### config.mk
export PLATFORM = sky130hd
export DESIGN_NAME = counter_run_controller
export DESIGN_NICKNAME = d
export VERILOG_FILES = /design/src/rtl/counter_run_controller.sv
export SDC_FILE = /design/constraint.sdc
export NUM_CORES = 1
export LEC_CHECK = 0
export BUFFER_PORTS_ARGS = -buffer_cell sky130_fd_sc_hd__buf_2
export CAP_MARGIN = 5
export CORE_AREA = 3 3 40 42
export DETAILED_ROUTE_END_ITERATION = 10
export DIE_AREA = 0 0 43 45
export PLACE_DENSITY = 0.7
export SETUP_SLACK_MARGIN = 0.02
export SLEW_MARGIN = 20
export SYNTH_ARGS = -nofsm -noshare
export SYNTH_HDL_FRONTEND = slang
export SYNTH_SLANG_ARGS = --single-unit
### constraint.sdc
create_clock -name clk -period 1.2 [get_ports clk]
set_input_delay 0 -clock clk [delete_from_list [all_inputs] [get_ports clk]]
set_output_delay 0 -clock clk [all_outputs]
set_load 0.02 [all_outputs]
### src/rtl/counter_run_controller.sv
// Run/pause/terminal-count sequencer that prescales clk into cnt_en pulses for an external N-bit up-counter.
// Latency: start -> RUN on the next edge; first cnt_en on the DIV-th RUN cycle; cnt_rst one cycle after clear.
// Backpressure: none; start/stop/clear are single-cycle requests acted on at the next edge.
// Optional macro CTRL_AUTORELOAD_EN: periodic mode, the counter reloads at limit and state stays RUN.
module counter_run_controller #(
  parameter int N   = 4,
  parameter int DIV = 50,
  parameter int PW  = 6
) (
  input  logic         clk,
  input  logic         reset,
  input  logic         start,
  input  logic         stop,
  input  logic         clear,
  input  logic [N-1:0] limit,
  input  logic [N-1:0] q_cnt,
  output logic         cnt_en,
  output logic         cnt_rst,
  output logic         running,
  output logic         done,
  output logic [1:0]   state
);

  typedef enum logic [1:0] {
    S_IDLE  = 2'b00,
    S_RUN   = 2'b01,
    S_PAUSE = 2'b10,
    S_DONE  = 2'b11
  } state_t;

  // Terminal prescaler value; DIV may equal 2^PW, so DIV-1 always fits in PW bits.
  localparam logic [PW-1:0] PMAX = PW'(DIV - 1);

  state_t        cur, nxt;
  logic [PW-1:0] presc, presc_nxt;
  logic          rst_nxt;
  logic          at_limit;
  logic          wrap;

  assign at_limit = (q_cnt == limit);
  assign wrap     = (presc == PMAX);

`ifdef CTRL_AUTORELOAD_EN
  logic done_pulse, done_nxt;
`endif

  // Next-state, prescaler and counter-reset request decode; clear outranks every state action.
  always_comb begin
    nxt       = cur;
    presc_nxt = presc;
    rst_nxt   = 1'b0;
`ifdef CTRL_AUTORELOAD_EN
    done_nxt  = 1'b0;
`endif
    if (clear) begin
      nxt       = S_IDLE;
      presc_nxt = '0;
      rst_nxt   = 1'b1;
    end else begin
      case (cur)
        S_IDLE: begin
          // stop outranks start, so a simultaneous pair leaves IDLE untouched
          if (start && !stop) begin
            nxt       = S_RUN;
            presc_nxt = '0;
          end
        end
        S_RUN: begin
          presc_nxt = wrap ? '0 : presc + PW'(1);
`ifdef CTRL_AUTORELOAD_EN
          // Reload only at the end of the limit's prescale period so every value gets a full period.
          if (at_limit && wrap) begin
            rst_nxt  = 1'b1;
            done_nxt = 1'b1;
          end
          if (stop) nxt = S_PAUSE;
`else
          // Reaching the limit beats any start/stop request in the same cycle.
          if (at_limit)  nxt = S_DONE;
          else if (stop) nxt = S_PAUSE;
`endif
        end
        S_PAUSE: begin
          // Prescaler is held so the partial period resumes where it left off.
          if (start && !stop) nxt = S_RUN;
        end
        default: begin
          // DONE is left only through clear or reset.
          nxt = cur;
        end
      endcase
    end
  end

  // State, prescaler and registered reset/done pulses; reset overrides all inputs.
  always_ff @(posedge clk) begin
    if (reset) begin
      cur        <= S_IDLE;
      presc      <= '0;
      cnt_rst    <= 1'b0;
`ifdef CTRL_AUTORELOAD_EN
      done_pulse <= 1'b0;
`endif
    end else begin
      cur        <= nxt;
      presc      <= presc_nxt;
      cnt_rst    <= rst_nxt;
`ifdef CTRL_AUTORELOAD_EN
      done_pulse <= done_nxt;
`endif
    end
  end

  // Enable is decoded only from registers and the counter feedback, so it cannot overrun limit.
  always_comb begin
    cnt_en  = (cur == S_RUN) && wrap && !at_limit;
    running = (cur == S_RUN);
    state   = cur;
`ifdef CTRL_AUTORELOAD_EN
    done    = done_pulse;
`else
    done    = (cur == S_DONE);
`endif
  end

endmodule

==> impl.org <==
** Status
- The run finished, with violations left.
- Failing checks :: setup timing

** Power and ir drop
- For this design the total switching power over the nets is 171 uW.
- Power spread over the standard cell area amounts to 755 nW/um2.
- Of the total power, the share spent switching nets is 26.6%.
- The worst-case IR drop observed on VDD is 0.000456 V.
- The design draws 642 uW.
- Clock network power share :: 39.3%
- Proportion of power drawn by combinational gates :: 13.9%
- The analysis attributes to cell leakage a power of 0.353 nW.
- Sequential cells burn 46.8% of the power.
- Internal :: 471 uW

** Detailed routing
- Using the TritonRoute via totals, the vias-per-cell ratio works out to 5.42.
- Final Routed Wirelength :: 1450 um
- Detailed routing inserted a total of 596 vias.
- Detailed-route wire length per cell :: 13.2 um
- The detailed router finished its first iteration with 11 violations.
- Number of nets with antenna violations after routing :: 0
- Initial DRT Pass Iterations :: 4
- DRC violation count after routing :: 0

** CTS
- The tree built by TritonCTS fans out to 9 sinks.
- The cell sitting at the root of the clock tree is a clkbuf_4.
- Later-pin clock latency in the skew report :: 0.28 ns
- Total number of H-tree levels :: 1
- In this run, CTS created clock tree buffers numbering 3.
- Clock-pin slew of the registers on the worst-case setup and hold paths :: 0.06 ns
- TritonCTS built the clock tree.
- Number of buffers between clock root and the deepest sink :: 2

** Worst setup path
- Data arrival at the endpoint of the critical path :: 1.21 ns
- The worst setup path is captured at an output pin.
- Crit path max fanout :: 2
- By startpoint and endpoint, the worst setup path is classified as reg2out.
- Across all register-to-register paths, the minimum setup slack is -0.01 ns.
- The worst setup path is launched from a flop.
- Required time of the critical path :: 1.20 ns

** Floorplan
- I/O pin total :: 19
- From bottom edge to top edge, the die measures 45 um.
- Die Wd :: 43 um
- The floorplan step defined a die boundary enclosing 1940 um2.
- In this run the standard cell core region covers 1280 um2.
- The initial utilization of the core area, before any placement, comes to 38.3%.
- Row generation in the floorplan step produced 13 rows.

** Layout
- Leaving out filler cells and counting taps, the final layout contains 110.
- Once layout is done, the placed cells without fillers occupy 850 um2.
- Number of diodes added for antenna fixing :: 0
- Ratio of cells with drive above 1 in the final layout :: 54.7%
- Final cell utilization of the core :: 66.1%
- Relative to the synthesized area, the layout overhead comes to 72.8%.
- Final nets :: 111

** Synthesis
- In the post-synthesis netlist, the biggest area contributors are dfxtp_1, nand3_1, xor2_1.
- In the synthesized netlist the dominant register cell turns out to be dfxtp_1.
- Sequential area share after synthesis :: 36.6%
- Number of distinct library cells after synthesis :: 23
- Flip-flop and latch count after synthesis :: 9
- Post-synth ARST share :: 0%
- Of all cell types, the one taking the most synthesized area is dfxtp_1.
- The synthesized design contains 0 enable-type register cells.
- The synthesized design devotes to its leading area cell type 36.6% of total area.
- When the netlist entered floorplanning its net count stood at 76.
- The average instance in the mapped netlist occupies 8.06 um2.
- Counting instances in the post-synthesis netlist gives the leading cell types as dfxtp_1, nand3_1, nor2_1.
- The synthesized netlist occupies a cell area of 492 um2.
- Ys Warns :: 0
- Gate count of the mapped netlist :: 61

** Timing
- Setup violations remaining at the end of the flow were counted as 4.
- The worst pin sits at a relative slew slack of 78.7%.
- Period Utilization, post-route :: 101%
- Setup repair after global routing could not meet its margin everywhere.
- Number of slew-limit violations in the final report :: 0
- After layout, the worst setup slack is -0.0136 ns.
- The hold violation count in the final report was 0.
- Slew at the pin closest to its max-slew limit :: 0.319 ns
- On the final layout, the worst clock skew is 0.00257 ns.
- Max Clock Freq :: 824 MHz
- Subtracting the final worst setup slack from the clock period gives 1.21 ns.

** GRT
- Entering global routing, the biggest net connects 9 pins.
- The first global-routing pass estimated 2320 um of wire.
- Vias in the first global route :: 563
- The number of antenna violations at the first check in global routing was 0.
- For this run the aggregate overflow at the end of global routing stands at 0.
- GRT Resource Usage Total :: 16.8%

** Run
- Max-Cap Viols :: 0

** Place
- Number of port buffers :: 18
- Post-detail-place hpwl :: 883 um
- At the placement stage, the worst setup path has a slack of -0.0313 ns.
- Routability-driven placement finished with a final weighted congestion of 0.802.
- Post-placement cell count :: 99
- Cell Area, Placed :: 644 um2

** Worst hold path
- The worst hold path belongs to the class in2reg.
worst paths after layout:
kind | endpoint | start | depth (start not counted)
setup / recovery | cnt_en | presc[1] | 5
hold / removal | state[1] | reset | 4
setup reg to reg | presc[0] | presc[1] | 7
hold reg to reg | presc[3] | presc[3] | 1
layout by cell type, fill, tap and decap left out, types with 2 or more instances in the layout:
cell / n
nand3_2: 4
ha_4: 2
buf_2: 17
buf_4: 8
xor2_1: 4
dfxtp_4: 2
nand3_1: 5
a21oi_1: 3
a31oi_1: 2
buf_6: 2
inv_2: 2
nand4_1: 2
o21ai_0: 2
inv_1: 2
dfxtp_2: 4
dfxtp_1: 3
dlygate4sd3_1: 3
nor2_1: 6
o21ai_1: 2
clkbuf_4: 3
per-stage QoR:
stage | hold slack (ns) | TNS [ns]
after detailed placement | 0.195 | -0.0929
after global routing | 0.182 | -0.233
final | 0.169 | -0.0416
after CTS | 0.134 | -0.0631
after floorplan | 0.0716 | 0
after global placement | 0.186 | -0.00763
sequential cells by signal, indices dropped and copies added, names as in the netlist:
register and cells:
cnt_rst 1, presc 6, state 2
area by class of cell:
class | instances | area [um2]
Sequential cell | 9 | 193
Clock buffer | 4 | 26.3
Timing Repair Buffer | 30 | 198
Multi-Input combinational cell | 48 | 399
Tap cell | 15 | 18.8
Fill cell | 114 | 435
Inverter | 4 | 15.0
power by group through the flow:
stage,registers (mW),logic (mW),clock network [mW]
4_1_cts,0.302,0.0816,0.255
6_report,0.300,0.0893,0.252
2_1_floorplan,0.314,0.0305,0
3_5_place_dp,0.311,0.0723,0
5_1_grt,0.300,0.0988,0.270
3_3_place_gp,0.311,0.0707,0
routing by layer:
| layer | global-route usage, % | wire length, um | up-vias |
|---|---|---|---|
| met5 | 0 | 0 | - |
| met2 | 30.8 | 738 | 28 |
| met4 | 12.7 | 52 | 0 |
| met1 | 15.9 | 563 | 273 |
| li1 | - | - | 290 |
| met3 | 4.78 | 100 | 5 |
worst max-delay path: stages (launching register included):
cell     delay [ns]
dfxtp_2        0.32
inv_2          0.06
ha_4           0.12
nand4_1        0.15
nor3_2         0.13
buf_4          0.16
what timing repair did:
action,4_1_cts,5_1_grt
buffers inserted,4,1
hold endpoints to repair,2,0
hold buffers,3,0
pin swaps,3,7
resized for setup,13,20
endpoints found under the setup margin,7,8
kinds of logic (layout without fill, tap and decap cells):
family	Yosys count	in the layout	share of synthesized area [%]
fa+ha+maj	2	2	5.09
flops	9	9	36.6
xor+xnor	4	4	7.12
buf+inv	4	38	3.05
simple gates	28	28	30.8
compound gates	14	14	17.3
Note: power is estimated with default switching activity, not from simulation.
